### config.mk
export PLATFORM = sky130hd
export DESIGN_NAME = rr_arb_mux
export DESIGN_NICKNAME = d
export VERILOG_FILES = /design/src/rtl/rr_arb_mux_pkg.sv /design/src/rtl/rr_arbiter.sv /design/src/rtl/rr_arb_mux.sv
export SDC_FILE = /design/constraint.sdc
export NUM_CORES = 1
export LEC_CHECK = 0
export ABC_AREA = 1
export CAP_MARGIN = 20
export CORE_MARGIN = 2
export CORE_UTILIZATION = 38
export CTS_CLUSTER_SIZE = 24
export DETAILED_ROUTE_END_ITERATION = 16
export HOLD_SLACK_MARGIN = 0.03
export PLACE_DENSITY = 0.88
export SYNTH_ARGS = -nofsm -noshare
export SYNTH_HDL_FRONTEND = slang
export SYNTH_SLANG_ARGS = --single-unit
### constraint.sdc
create_clock -name clk -period 2.38 [get_ports clk]
set_input_delay 0.238 -clock clk [delete_from_list [all_inputs] [get_ports clk]]
set_output_delay 0.238 -clock clk [all_outputs]
set_load 0.03 [all_outputs]
### src/rtl/rr_arb_mux_pkg.sv
// Shared types and helpers for the round-robin arbitrating multiplexer.
package rr_arb_mux_pkg;

    typedef enum logic {
        MODE_FIXED = 1'b0,
        MODE_RR    = 1'b1
    } arb_mode_e;

    // Pointer value following grant g, wrapping at num_ch so it never reaches num_ch.
    function automatic int next_ptr(input int g, input int num_ch);
        return (g == num_ch - 1) ? 0 : g + 1;
    endfunction

endpackage

### src/rtl/rr_arbiter.sv
// One-hot grant selection (fixed priority or round-robin) plus the round-robin pointer.
module rr_arbiter
    import rr_arb_mux_pkg::*;
#(
    parameter  int NUM_CH = 4,
    localparam int CH_W   = $clog2(NUM_CH)
) (
    input  logic              clk,
    input  logic              reset,
    input  logic              en_i,
    input  logic [NUM_CH-1:0] req_i,
    input  logic              mode_i,
    output logic [NUM_CH-1:0] gnt_o,
    output logic [CH_W-1:0]   gnt_idx_o,
    output logic              gnt_vld_o
);

    // One spare bit so ptr + offset cannot overflow before the wrap subtraction.
    localparam logic [CH_W:0] NUM_CH_X = (CH_W + 1)'(NUM_CH);

    arb_mode_e       mode;
    logic [CH_W-1:0] ptr_q;
    logic [CH_W-1:0] ptr_d;
    logic [CH_W:0]   cand;

    assign mode = arb_mode_e'(mode_i);

    // Walk the search order (from ch0 or from ptr with wrap); the first requester wins.
    always_comb begin
        gnt_o     = '0;
        gnt_idx_o = '0;
        gnt_vld_o = 1'b0;
        cand      = '0;
        for (int i = 0; i < NUM_CH; i++) begin
            if (mode == MODE_RR) begin
                cand = {1'b0, ptr_q} + (CH_W + 1)'(i);
            end else begin
                cand = (CH_W + 1)'(i);
            end
            if (cand >= NUM_CH_X) begin
                cand = cand - NUM_CH_X;
            end
            if (en_i && !gnt_vld_o && req_i[cand[CH_W-1:0]]) begin
                gnt_vld_o = 1'b1;
                gnt_idx_o = cand[CH_W-1:0];
            end
        end
        if (gnt_vld_o) begin
            gnt_o[gnt_idx_o] = 1'b1;
        end
    end

    // Move the pointer just past the winner, only on a round-robin grant.
    always_comb begin
        ptr_d = ptr_q;
        if (gnt_vld_o && (mode == MODE_RR)) begin
            ptr_d = CH_W'(next_ptr(int'(gnt_idx_o), NUM_CH));
        end
    end

    // Pointer register.
    always_ff @(posedge clk or posedge reset) begin
        if (reset) begin
            ptr_q <= '0;
        end else begin
            ptr_q <= ptr_d;
        end
    end

endmodule

### src/rtl/rr_arb_mux.sv
// N:1 arbitrating multiplexer: per-channel valid/ready in, one registered word out.
module rr_arb_mux
    import rr_arb_mux_pkg::*;
#(
    parameter  int WIDTH  = 8,
    parameter  int NUM_CH = 4,
    localparam int CH_W   = $clog2(NUM_CH)
) (
    input  logic                    clk,
    input  logic                    reset,
    input  logic [NUM_CH*WIDTH-1:0] in_data,
    input  logic [NUM_CH-1:0]       in_valid,
    output logic [NUM_CH-1:0]       in_ready,
    input  logic                    mode,
    output logic [WIDTH-1:0]        out_data,
    output logic [CH_W-1:0]         out_ch,
    output logic                    out_valid,
    input  logic                    out_ready
);

    logic              load_en;
    logic              arb_en;
    logic [NUM_CH-1:0] gnt;
    logic [CH_W-1:0]   gnt_idx;
    logic              gnt_vld;
    logic [WIDTH-1:0]  sel_data;

    logic [WIDTH-1:0]  out_data_q, out_data_d;
    logic [CH_W-1:0]   out_ch_q, out_ch_d;
    logic              out_valid_q, out_valid_d;

    // The register can take a new word when empty or when its word leaves this cycle.
    // Reset blocks arbitration so no channel sees ready during the reset cycle.
    assign load_en = !out_valid_q || out_ready;
    assign arb_en  = load_en && !reset;

    rr_arbiter #(
        .NUM_CH (NUM_CH)
    ) u_arb (
        .clk       (clk),
        .reset     (reset),
        .en_i      (arb_en),
        .req_i     (in_valid),
        .mode_i    (mode),
        .gnt_o     (gnt),
        .gnt_idx_o (gnt_idx),
        .gnt_vld_o (gnt_vld)
    );

    assign in_ready = gnt;

    // Data mux driven directly by the one-hot grant.
    always_comb begin
        sel_data = '0;
        for (int k = 0; k < NUM_CH; k++) begin
            if (gnt[k]) begin
                sel_data = in_data[k*WIDTH +: WIDTH];
            end
        end
    end

    // Output stage: reload on grant, empty when nothing requests, hold under backpressure.
    always_comb begin
        out_valid_d = out_valid_q;
        out_data_d  = out_data_q;
        out_ch_d    = out_ch_q;
        if (load_en) begin
            out_valid_d = gnt_vld;
            if (gnt_vld) begin
                out_data_d = sel_data;
                out_ch_d   = gnt_idx;
            end
        end
    end

    // Output register.
    always_ff @(posedge clk or posedge reset) begin
        if (reset) begin
            out_valid_q <= 1'b0;
            out_data_q  <= '0;
            out_ch_q    <= '0;
        end else begin
            out_valid_q <= out_valid_d;
            out_data_q  <= out_data_d;
            out_ch_q    <= out_ch_d;
        end
    end

    assign out_data  = out_data_q;
    assign out_ch    = out_ch_q;
    assign out_valid = out_valid_q;

endmodule
==> results of run 1 <==
[through the flow]
step	cell area, µm²	worst slack (ps)	cells
after detailed placement	1953	-531.9	317
after CTS	2186	-148.7	334
after floorplan	1286	3.361	211
final	2396	-233.7	341
after global routing	2396	-363.4	341
after global placement	1953	-431.7	317
[critical path, stage by stage, from the launching register on]
cell and delay, ps:
dfrtp_2 450, buf_6 130, nand2_2 90, nand2_4 80
nor2_4 130, nor2_4 50, nand2_2 90, nand4_1 140
or2_0 270, nand2_2 140, buf_6 130, ha_4 150
nand2_4 60, inv_2 60, buf_6 120
[worst max path at each step]
stage                                    start                      end  slack [ps]  depth (start not counted)
global route        u_arb.ptr_q[0]$_DFFE_PP0P_              in_ready[2]        -360                         15
CTS                 u_arb.ptr_q[0]$_DFFE_PP0P_              in_ready[0]        -150                         15
global placement                          mode  out_data[0]$_DFFE_PP0P_        -430                         21
floorplan           u_arb.ptr_q[0]$_DFFE_PP0P_  out_data[0]$_DFFE_PP0P_           3                         20
finish              u_arb.ptr_q[0]$_DFFE_PP0P_              in_ready[2]        -230                         14
detailed placement                        mode  out_data[0]$_DFFE_PP0P_        -530                         21
[power by group through the flow]
stage	logic, W	clock network (W)	registers (W)
2_1_floorplan	0.000958	0	0.000578
3_3_place_gp	0.00171	0	0.000410
3_5_place_dp	0.00175	0	0.000407
4_1_cts	0.00205	0.000143	0.000406
5_1_grt	0.00263	0.000160	0.000427
6_report	0.00244	0.000140	0.000416
[logic make-up (layout without fill, tap and decap cells)]
| family | after synthesis | in the layout | share of synthesized area |
|---|---|---|---|
| and+or+nand+nor | 141 | 141 | 0.5152 |
| buffers and inverters | 43 | 127 | 0.1443 |
| DFF | 13 | 13 | 0.2552 |
| AOI/OAI and AO/OA | 9 | 9 | 0.03729 |
| adders and majority gates | 4 | 4 | 0.03926 |
| muxes | 1 | 1 | 0.008832 |
[what timing repair did]
item	in CTS	in global routing
gates cloned	0	1
pin swaps	13	29
buffers inserted	14	6
resized for setup	32	46
setup endpoints to repair	12	13
[placed cells by master, fill, tap and decap left out]
cell type,instances
buf_8,3
mux2_1,1
a21oi_2,1
dlygate4sd2_1,1
nand2_2,20
or2_2,6
nor2_4,3
buf_12,1
o21ai_1,4
clkbuf_4,3
buf_6,11
ha_4,4
dfrtp_1,11
inv_1,23
nand2_1,63
inv_2,9
nand3b_1,1
or2_1,1
nand4_2,1
o21ai_2,3
clkinv_2,1
or2_0,1
nand2_4,4
or2_4,1
nand3_2,14
dfrtp_2,2
clkinvlp_4,1
nand4_1,1
buf_4,23
nand3_1,18
clkbuf_16,1
inv_4,1
nor2_1,4
clkdlybuf4s50_1,49
a21boi_0,1
nor2_2,3
[sequential cells by signal (all words and copies together), names as in the netlist]
name / flops
out_ch: 2
out_data: 8
out_valid: 1
u_arb.ptr_q: 2
[cell type report]
type	count	area [µm²]	share of cell area
clock buffers	3	22.52	0.009399
clock inverters	1	5.005	0.002089
repair buffers	89	885.9	0.3697
well taps	46	57.56	0.02402
inverters	34	133.9	0.05587
flip-flops and latches	13	327.8	0.1368
multi-input cells	155	963.4	0.4021
[per-layer routing]
layer / GRT usage / part of all wire / vias up / wire length [µm]
met5: 0 / 0 / - / 0
met4: 0.03040 / 0.021 / 0 / 94
met3: 0.05590 / 0.070 / 10 / 316
met2: 0.3729 / 0.52 / 63 / 2321
met1: 0.2590 / 0.39 / 762 / 1771
li1: - / - / 813 / -
==> flow_summary.json, run 1 <==
{
  "cts_buffer_depth": 2,
  "ff2ff_path_depth": 16,
  "fin_setup_tns_ps": -2092,
  "vias": 1648,
  "holdCritPathClass": "in -> async",
  "crit_fanout": 4,
  "synth_cell_type_count": 26,
  "p_int_w": 0.001502,
  "port_buffers": 54,
  "syn_nets": 255,
  "syn_inst": 211,
  "utilization": 0.7295,
  "clockPowerShare": 0.047,
  "grt_pass1_vias": 1369,
  "cts_sinks": 13,
  "final_net_count": 340,
  "die-area_um2": 3835,
  "drive_gt1_frac": 0.3932,
  "tritoncts": "built",
  "fp.dieH_um": 61.93,
  "insertion_delay_ps": 280,
  "status": "complete, but fails checks",
  "synthArstFlopShare": 1.000,
  "power_frac_comb": 0.814,
  "worstPathRequired_ps": 2140,
  "synth.avg_cell_area_um2": 6.043,
  "wire_per_inst_um": 13.21,
  "drtIter0Drc": 91,
  "tightest_slew_ps": 337.8,
  "synth_top_area_share": 0.2552,
  "path_class": "reg -> out",
  "grt_use_total": 0.2093,
  "synth_edf_count": 0,
  "cts_hold_buf": 0,
  "netSwitchingFraction": 0.4980,
  "violations": "setup timing",
  "wl_um": 4504,
  "core_um2": 3284,
  "hold_viol": 0,
  "yosysMostFrequentCell": "nand2_1",
  "setup_viol": 12,
  "drv_cap": 0,
  "yosysSeqAreaShare": 0.2552,
  "p_switching_w": 0.001491,
  "synth_warnings": 0,
  "cellPowerDensity_nw_per_um2": 1249,
  "grt_pass1_wl_um": 5940,
  "reg2reg_from": "u_arb.ptr_q[0]$_DFFE_PP0P_",
  "drt-pass1-iter-count": 4,
  "max_freq_mhz": 382.6,
  "r2r-end": "out_data[6]$_DFFE_PP0P_",
  "antenna_found_initial": 0,
  "ir_worst_vdd_mv": 0.8522,
  "netlist_area_um2": 1275,
  "root_buffer": "clkbuf_4",
  "seqPwrFrac": 0.139,
  "cts_made_buffers": 3,
  "overflow": 0,
  "max_slew_margin": 0.7748,
  "slew_viol_final": 0,
  "setup_slack_ps": -233.7,
  "n_antenna_cell": 0,
  "period_share": 1.098,
  "fillers": 251,
  "ys_dominant_reg_cell": "dfrtp_1",
  "ys_ff_latch": 13,
  "start_kind": "flop",
  "drc": 0,
  "min_period_ps": 2614,
  "rsz0062_at_grt": "yes",
  "rows": 21,
  "worst_setup_path_end_kind": "output pin",
  "clkTransAtPathRegs_ps": 90,
  "r2r_slack_ps": -200,
  "gp_congestion": 0.8616,
  "ios": 55,
  "power_leakage_nw": 1.233,
  "holdWs_ps": 322.2,
  "areaGrowthSynthToFinish_pct": 87.93,
  "total_power_w": 0.002993,
  "synthTopCellsByCount": "nand2_1, inv_1, nand3_1",
  "ys_top_cells_by_area": "dfrtp_1, nand2_1, nand3_1",
  "cts_max_level": 1,
  "finClkSkew_ps": 9.989,
  "critPathArrivalTime_ps": 2380,
  "place_hpwl_um": 2755,
  "grt_max_degree": 18,
  "yosys.area.top_type": "dfrtp_1",
  "vias_per_cell": 4.833,
  "die_w_um": 61.93,
  "ant_nets": 0,
  "start_util": 0.3882
}
Note: power is estimated with default switching activity, not from simulation.
==> run 2, diff against run 1 <==
- CELL_PAD_IN_SITES_DETAIL_PLACEMENT: default -> 0
- CELL_PAD_IN_SITES_GLOBAL_PLACEMENT: default -> 1
- CORE_UTILIZATION: 38 -> 25
- CTS_CLUSTER_SIZE: 24 -> 10
- HOLD_SLACK_MARGIN: 0.03 -> default
==> run 2 against run 1 <==
The run still ends with setup timing left; sequential share of layout area down 0.39 points; die area is 48% higher; critical path type unchanged; worst setup slack gained 110 ps; worst hold slack better by 54 ps; largest power group unchanged; combinational power is 2% lower; clock-buffer cell count up 1; highest routed layer unchanged.
==> flow_summary.json, run 2 (synthesis gave the netlist of run 1 again) <==
{
  "status": "complete, but fails checks",
  "violations": "setup timing",
  "antenna_found_initial": 0,
  "p_int_w": 0.001539,
  "gp_congestion": 0.8380,
  "final_area_um2": 2466,
  "utilization": 0.5119,
  "drv_cap": 0,
  "areaGrowthSynthToFinish_pct": 93.43,
  "grt_use_total": 0.1357,
  "grt_pass1_vias": 1457,
  "setup_slack_ps": -127.4,
  "clkTransAtPathRegs_ps": 50,
  "start_kind": "flop",
  "clockPowerShare": 0.063,
  "hold_viol": 0,
  "start_util": 0.2647,
  "min_period_ps": 2507,
  "port_buffers": 54,
  "wl_um": 4245,
  "p_switching_w": 0.001444,
  "drtIter0Drc": 47,
  "setup_viol": 10,
  "dpl_worst_slack_ps": -495.2,
  "fp.dieH_um": 75.42,
  "die-area_um2": 5687,
  "drive_gt1_frac": 0.4175,
  "vias_per_cell": 4.382,
  "place_hpwl_um": 2838,
  "grt_pass1_wl_um": 6092,
  "seqPwrFrac": 0.138,
  "overflow": 0,
  "period_share": 1.054,
  "power_leakage_nw": 1.248,
  "cts_buffer_depth": 2,
  "path_class": "reg -> out",
  "die_w_um": 75.42,
  "ant_nets": 0,
  "critPathArrivalTime_ps": 2270,
  "finClkSkew_ps": 2.051,
  "final_cell_mix": "nand2_1, clkdlybuf4s50_1, buf_4, inv_1, nand3_1",
  "drc": 0,
  "n_antenna_cell": 0,
  "postPlaceCellArea_um2": 2002,
  "worst_setup_path_end_kind": "output pin",
  "drt-pass1-iter-count": 4,
  "total_power_w": 0.002983,
  "slew_viol_final": 0,
  "ios": 55,
  "cts_hold_buf": 0,
  "largest_reg_flops": 8,
  "final_net_count": 342,
  "ff2ff_path_depth": 19,
  "insertion_delay_ps": 240,
  "fin_setup_tns_ps": -537.6,
  "wire_per_inst_um": 11.66,
  "core_um2": 4817,
  "crit_fanout": 5,
  "tritoncts": "built",
  "vias": 1595,
  "tightest_slew_ps": 322.9,
  "worstPathRequired_ps": 2140,
  "cts_max_level": 1,
  "netSwitchingFraction": 0.4841,
  "holdCritPathClass": "in -> async",
  "final_common_cell": "nand2_1",
  "max_freq_mhz": 398.8,
  "cts_sinks": 13,
  "crit_start": "u_arb.ptr_q[1]$_DFFE_PP0P_",
  "ir_worst_vdd_mv": 0.8258,
  "reg2reg_from": "u_arb.ptr_q[1]$_DFFE_PP0P_",
  "rows": 25,
  "cellPowerDensity_nw_per_um2": 1209,
  "power_frac_comb": 0.799,
  "root_buffer": "clkbuf_8",
  "grt_max_degree": 24,
  "rsz0062_at_grt": "yes",
  "cts_made_buffers": 3,
  "max_slew_margin": 0.7841
}
## run 2: changes by cell type in the layout (fill, tap and decap cells not counted), sizes merged
| cell | change |
|---|---|
| clkbuf | +1 |
| buf | +3 |
| dlygate4sd2 | -1 |
| clkinv | -1 |
## run 2: layer usage
layer / GRT usage / part of all wire / wire length [µm]
met2: 0.2319 / 0.50 / 2123
met4: 0.02339 / 0.0047 / 20
met5: 0 / 0 / 0
met1: 0.1893 / 0.44 / 1881
met3: 0.01190 / 0.052 / 220
## run 2: layout make-up
class                   instances  area [µm²]
multi-input cells             155        1010
clock buffers                   4       45.04
well taps                      67       83.83
inverters                      34       138.9
fillers                       484        2351
flip-flops and latches         13       327.8
repair buffers                 91       860.8
## run 2: worst paths after layout
check	slack, ps	end
setup reg to reg	-60	out_data[5]$_DFFE_PP0P_
min in group clk	480	out_data[1]$_DFFE_PP0P_
setup / recovery	-130	in_ready[2]
hold reg to reg	480	out_data[1]$_DFFE_PP0P_
hold / removal	380	out_data[2]$_DFFE_PP0P_
max in group asynchronous	1840	out_valid$_DFFE_PP0N_
## run 2: timing repair
item,CTS,global route
buffers inserted,13,8
pin swaps,15,32
setup endpoints to repair,12,12
resized for setup,36,55
hold endpoints to repair,0,0
## run 2: power groups by stage
| stage | Combinational (W) | Sequential [W] | Clock [W] |
|---|---|---|---|
| 2_1_floorplan | 0.000958 | 0.000578 | 0 |
| 3_3_place_gp | 0.00178 | 0.000408 | 0 |
| 3_5_place_dp | 0.00180 | 0.000402 | 0 |
| 4_1_cts | 0.00207 | 0.000405 | 0.000196 |
| 5_1_grt | 0.00262 | 0.000424 | 0.000204 |
| 6_report | 0.00238 | 0.000411 | 0.000189 |
## run 2: critical path, stage by stage, from the launching register on
cell and delay, ps:
dfrtp_1 390, nand2_2 130, buf_4 170, nand3_2 70, nand2_2 90, nor2_4 130
nand2_4 70, nand3b_1 150, o21ai_1 110, o21ai_2 90, nand2_4 100, buf_6 130
ha_4 160, nand2_4 70, inv_2 40, buf_6 130
## run 2: stage by stage
step / hold WS [ps] / instances
after floorplan: 49.81 / 211
after global placement: 465.4 / 341
after detailed placement: 470.3 / 341
after CTS: 379.6 / 356
after global routing: 417.8 / 364
final: 375.7 / 364
==> run 3, diff against run 2 <==
- CORE_UTILIZATION: 25 -> 30
- GPL_TIMING_DRIVEN: default -> 0
- PLACE_DENSITY: 0.88 -> 0.95
- clock period: 2.38 -> 3.1 ns (I/O delays scaled with it)
==> run 3 against run 2 <==
The run now ends clean; sequential power is 23% lower; largest cell class unchanged; global-route usage is 0.40 points higher; clock-buffer cell count stayed put; critical path type unchanged; critical path depth stayed put.
==> flow_summary.json, run 3 (synthesis gave the netlist of run 1 again) <==
{
  "dpl_worst_slack_ps": -999.0,
  "wl_um": 3428,
  "slew_viol_final": 0,
  "setup_viol": 0,
  "max_slew_margin": 0.7815,
  "drc": 0,
  "grt_pass1_wl_um": 5609,
  "port_buffers": 54,
  "n_antenna_cell": 0,
  "cpMostUsedCell": "nand2_1",
  "tritoncts": "built",
  "path_class": "reg -> out",
  "postPlaceCellArea_um2": 1878,
  "crit_start": "u_arb.ptr_q[0]$_DFFE_PP0P_",
  "setup_slack_ps": 194.5,
  "rows": 23,
  "p_int_w": 0.0008542,
  "cts_made_buffers": 3,
  "p_switching_w": 0.0009117,
  "ios": 55,
  "critPathArrivalTime_ps": 2600,
  "clkTransAtPathRegs_ps": 50,
  "r2r-end": "out_data[0]$_DFFE_PP0P_",
  "ir_worst_vdd_mv": 0.5397,
  "cts_max_level": 1,
  "ff2ff_path_depth": 20,
  "ant_nets": 0,
  "holdCritPathClass": "in -> async",
  "crit_fanout": 9,
  "drt-pass1-iter-count": 4,
  "min_period_ps": 2906,
  "start_util": 0.3142,
  "seqPwrFrac": 0.179,
  "worstPathRequired_ps": 2790,
  "m1WireLength_um": 1717,
  "dr_wl_met2_um": 1527,
  "finClkSkew_ps": 2.751,
  "status": "complete, no violations",
  "grt_max_degree": 18,
  "grt_pass1_vias": 1257,
  "place_hpwl_um": 2706,
  "tightest_slew_ps": 326.7,
  "cellPowerDensity_nw_per_um2": 896.1,
  "crit_chain": "nand2_4, nand2_1, nand2_2, clkinv_1, nand2_1, nand3_1, inv_1, nand4_1, or2_0, nand2_1, ha_1, buf_4, nand2_4, inv_1, clkdlybuf4s18_2",
  "clockPowerShare": 0.081,
  "cts_sinks": 13,
  "netSwitchingFraction": 0.5163,
  "cpPeakStageDelay_ps": 450,
  "final_cell_mix": "nand2_1, clkdlybuf4s50_1, inv_1, nand3_1, dfrtp_1",
  "power_leakage_nw": 1.060,
  "drv_cap": 0,
  "grt_use_total": 0.1397,
  "cts_buffer_depth": 2,
  "wire_per_inst_um": 10.81,
  "crit_family": "simple AND/OR/NAND/NOR gates",
  "worstSetupEndpoint": "in_ready[2]",
  "gp_congestion": 0.8239,
  "final_net_count": 312,
  "highest_layer": "met4",
  "antenna_found_initial": 0,
  "utilization": 0.4857,
  "final_area_um2": 1971,
  "core_um2": 4058,
  "insertion_delay_ps": 230,
  "die-area_um2": 4787,
  "total_power_w": 0.001766,
  "die_w_um": 69.19,
  "period_share": 0.9373,
  "max_freq_mhz": 344.2,
  "hold_viol": 0,
  "root_buffer": "clkbuf_8",
  "final_common_cell": "nand2_1",
  "start_kind": "flop",
  "reg2reg_from": "u_arb.ptr_q[0]$_DFFE_PP0P_",
  "areaGrowthSynthToFinish_pct": 54.56,
  "dr_wl_met3_um": 175,
  "fp.dieH_um": 69.19,
  "crit_buf_inv": 5,
  "r2r_slack_ps": 570,
  "worst_setup_path_end_kind": "output pin",
  "overflow": 0,
  "vias_per_cell": 4.350,
  "vias": 1379,
  "drtIter0Drc": 88,
  "critPathSlowestCell": "dfrtp_2",
  "power_frac_comb": 0.741,
  "largest_reg_flops": 8,
  "drive_gt1_frac": 0.1723,
  "cp_num_cells": 15
}
## run 3: cell types whose count changed in the layout (fill, tap and decap cells not counted), moves of 8 or more
cell / change
buf_4: -24
nand2_1: +17
nand2_2: -11
buf_6: -10
inv_1: +9
inv_2: -9
nand3_1: +8
## run 3: routing by layer
| layer | GRT usage | vias to the layer above |
|---|---|---|
| met3 | 0.02035 | 2 |
| met4 | 0.01961 | 0 |
| met1 | 0.1986 | 589 |
| li1 | - | 754 |
| met5 | 0 | - |
| met2 | 0.2297 | 34 |
## run 3: cell type report
| type | instances | area [µm²] |
|---|---|---|
| Tap cell | 50 | 62.56 |
| Multi-Input combinational cell | 155 | 818.3 |
| Inverter | 34 | 131.4 |
| Fill cell | 424 | 2087 |
| Sequential cell | 13 | 326.6 |
| Buffer | 6 | 50.05 |
| Timing Repair Buffer | 55 | 536.8 |
| Clock buffer | 4 | 45.04 |
## run 3: stage by stage
stage	TNS [ps]	hold slack, ps	cells
detailed placement	-6380	472.3	315
CTS	0	462.3	317
global placement	-6066	463.8	315
floorplan	0	193.8	211
finish	0	468.4	317
global route	-20.60	479.5	317
## run 3: worst min path at each step
stage                                         end  slack, ps  depth (start not counted)
after floorplan             out_ch[0]$_DFFE_PP0P_        190                          1
after global placement    out_data[7]$_DFFE_PP0P_        460                          2
after detailed placement  out_data[1]$_DFFE_PP0P_        470                          2
after CTS                 out_data[0]$_DFFE_PP0P_        460                          3
after global routing      out_data[3]$_DFFE_PP0P_        480                          3
final                     out_data[7]$_DFFE_PP0P_        470                          3
## run 3: tightest hold or removal path, stage by stage
cell and delay [ps]:
clkdlybuf4s50_1 440, clkinvlp_4 100, buf_4 210
## run 3: timing repair
action / 4_1_cts / 5_1_grt
gates resized for setup: 19 / 13
setup buffers: 1 / 0
hold buffers: 0 / 0
endpoints found under the setup margin: 12 / 4
hold endpoints to repair: 0 / 0
## run 3: power by group through the flow
stage | Clock, W | Sequential, W | Combinational [W]
2_1_floorplan | 0 | 0.000443 | 0.000724
6_report | 0.000143 | 0.000315 | 0.00131
3_3_place_gp | 0 | 0.000313 | 0.00125
5_1_grt | 0.000156 | 0.000324 | 0.00147
4_1_cts | 0.000148 | 0.000315 | 0.00128
3_5_place_dp | 0 | 0.000311 | 0.00126
==> edit (settings of run 2) <==
Reset style: synchronous (`reset`), changed in 2 clocked blocks.
--- a/src/rtl/rr_arbiter.sv
+++ b/src/rtl/rr_arbiter.sv
@@ -59,7 +59,7 @@
     end
 
     // Pointer register.
-    always_ff @(posedge clk or posedge reset) begin
+    always_ff @(posedge clk) begin
         if (reset) begin
             ptr_q <= '0;
         end else begin
--- a/src/rtl/rr_arb_mux.sv
+++ b/src/rtl/rr_arb_mux.sv
@@ -74,7 +74,7 @@
     end
 
     // Output register.
-    always_ff @(posedge clk or posedge reset) begin
+    always_ff @(posedge clk) begin
         if (reset) begin
             out_valid_q <= 1'b0;
             out_data_q  <= '0;
Formal check against the unedited RTL: differs if reset is asserted again (counterexample within 4 cycles, from zero or initial values and one cycle with reset high); with reset held inactive, the same outputs for 10 cycles.
==> edit against run 2 <==
- the run still ends with negative setup slack left
- count of clock-buffer cells in the layout is the same
- sequential cell count is the same
- setup slack lost 0.066 ns
- power shrank 41%
- register-to-register slack lost 0.12 ns
- synthesized area grew 3.5%
- design area grew 2.2%
- wire length shrank 1.2%
- core utilization shrank 1.8 points
- clock skew grew 0.0024 ns
- highest routed layer is now met3
==> edit: results (changes against run 2) <==
stage,metric,value,unit,change
detailed_routing,total vias in the final route,1592,,-0.19%
synth,post-synthesis sequential area ratio,0.197,,-0.0580
critical_path,Crit Path Max Fanout,8,,+3
finish,# fillers,514,,+6.2%
placement,pre-CTS setup slack,-0.668,ns,-0.172 ns
clocking,Root Buffer,clkbuf_8,,
timing,setup violators final,12,,+2
synth,syn nets,256,,+0.39%
synth,Avg Inst Size Synth,6.23,sq um,+3.0%
power,Pleak,0.00116,uW,-7.4%
synth,Synth Flop Type,dfxtp_1,,
placement,gpl congestion,0.774,,-7.7%
timing,Slew headroom,0.787,,+0.00327
placement,post-DP HPWL,3.00,mm,+5.8%
critical_path,Worst EP arrival,2.34,ns,+0.07 ns
finish,nets@finish,343,,+0.29%
detailed_routing,Initial DRC Count,54,,+15%
timing,Clock Skew,0.00447,ns,+0.00242 ns
worst_hold_path,Hold WC Path Type,register to register,,
critical_path,R2R Path End,out_data[3]$_SDFFE_PP0P_,,
critical_path,CP Capture Point,in_ready[0],,
timing,Setup WS post-layout,-0.194,ns,-0.0662 ns
critical_path,worst reg-to-reg setup slack,-0.18,ns,-0.12 ns
synth,Post-synth top cells,"nand2_1 (66), inv_1 (29), nand3_1 (24)",,
synth,largest cells by area after synthesis,"dfxtp_1 (20%), nand2_1 (19%), nand3_1 (9.1%), inv_1 (8.2%), nand3_2 (6.1%)",,
grt,total track usage,0.153,,+0.0169
synth,Netlist cell types,28,,+7.7%
run_status,failing checks,negative setup slack,,
detailed_routing,final WL,4.20,mm,-1.2%
power,maximum vdd drop,0.000358,V,-57%
synth,Synth async-reset ratio,0,,-1.00
timing,Setup TNS,-1.80,ns,-1.27 ns
detailed_routing,DR vias/cell,4.33,,-1.3%
grt,global-route wire length before repair,7.43,mm,+22%
grt,largest net degree at the start of global routing,19,,-21%
critical_path,reg2reg path depth,20,,+1
placement,placed instance count,347,,+1.8%
placement,PortBufs,54,,unchanged
finish,layout cells sized above 1,0.409,,-0.00811
run_status,run status,"finished, violations left",,
critical_path,Worst Setup SP,u_arb.ptr_q[0]$_SDFFE_PP0P_,,
## edit: cell types whose count changed after synthesis, moves of 2 or more
cell     change
nand2_2      +2
nand2_1     -17
o21ai_0      +2
a21oi_2      +9
o21ai_1      -3
dfrtp_1     -13
a21oi_1      +3
nor2_4       +2
dfxtp_1     +13
nor2_1       +4
nand2_4      +2
## edit: cell type report
| cell class | instances | area (sq um) | area share |
|---|---|---|---|
| Clock buffer | 4 | 45.0 | 0.0179 |
| Inverter | 32 | 120 | 0.0476 |
| Multi-Input combinational cell | 158 | 1120 | 0.446 |
| Sequential cell | 13 | 267 | 0.106 |
| Tap cell | 70 | 87.6 | 0.0347 |
| Timing Repair Buffer | 91 | 877 | 0.348 |
## edit: through the flow
stage	total power (uW)	cell area, sq um
floorplan	981	1420
global placement	1340	2130
detailed placement	1350	2130
CTS	1710	2440
global route	1900	2520
finish	1760	2520
## edit: worst min path at each step
stage               slack, ns                        to
floorplan                0.31    out_ch[0]$_SDFFE_PP0P_
global placement         0.46  out_data[6]$_SDFFE_PP0P_
detailed placement       0.46  out_data[3]$_SDFFE_PP0P_
CTS                      0.47  out_data[3]$_SDFFE_PP0P_
global route             0.50  out_data[6]$_SDFFE_PP0P_
finish                   0.47  out_data[3]$_SDFFE_PP0P_
## edit: logic make-up (layout without fill, tap and decap cells)
group,after synthesis,in the layout,synth area share
buf+inv,41,127,0.146
compound gates,22,22,0.129
simple gates,132,132,0.490
fa+ha+maj,4,4,0.0379
flops,13,13,0.197
## edit: power breakdown
group	internal [uW]	switching, uW
clock	118	78.9
combinational	589	661
sequential	275	38.8
## edit: critical path, cell delays in order, from the launching register on
cell and delay, ns:
dfxtp_4 0.40, nand2_8 0.09, nand2_4 0.09, nand3_2 0.08
nand2_4 0.10, nand2_4 0.05, nor2_4 0.15, nor2_4 0.06
nand3_2 0.11, nor2_4 0.06, o31ai_4 0.28, buf_4 0.18
ha_4 0.13, inv_2 0.04, nor2_4 0.12, buf_6 0.14
## edit: what timing repair did
action	in CTS	in global routing
endpoints found under the setup margin	13	13
buffers inserted	16	1
pin swaps	30	16
resized for setup	43	17
cloned	1	0
hold buffers	0	0
## edit: per-layer routing
layer,vias up,GRT usage,routed length (microns)
met2,36,0.281,2200
li1,835,-,-
met1,721,0.189,1830
met3,0,0.0365,167
met5,-,0,0
met4,0,0.00545,0
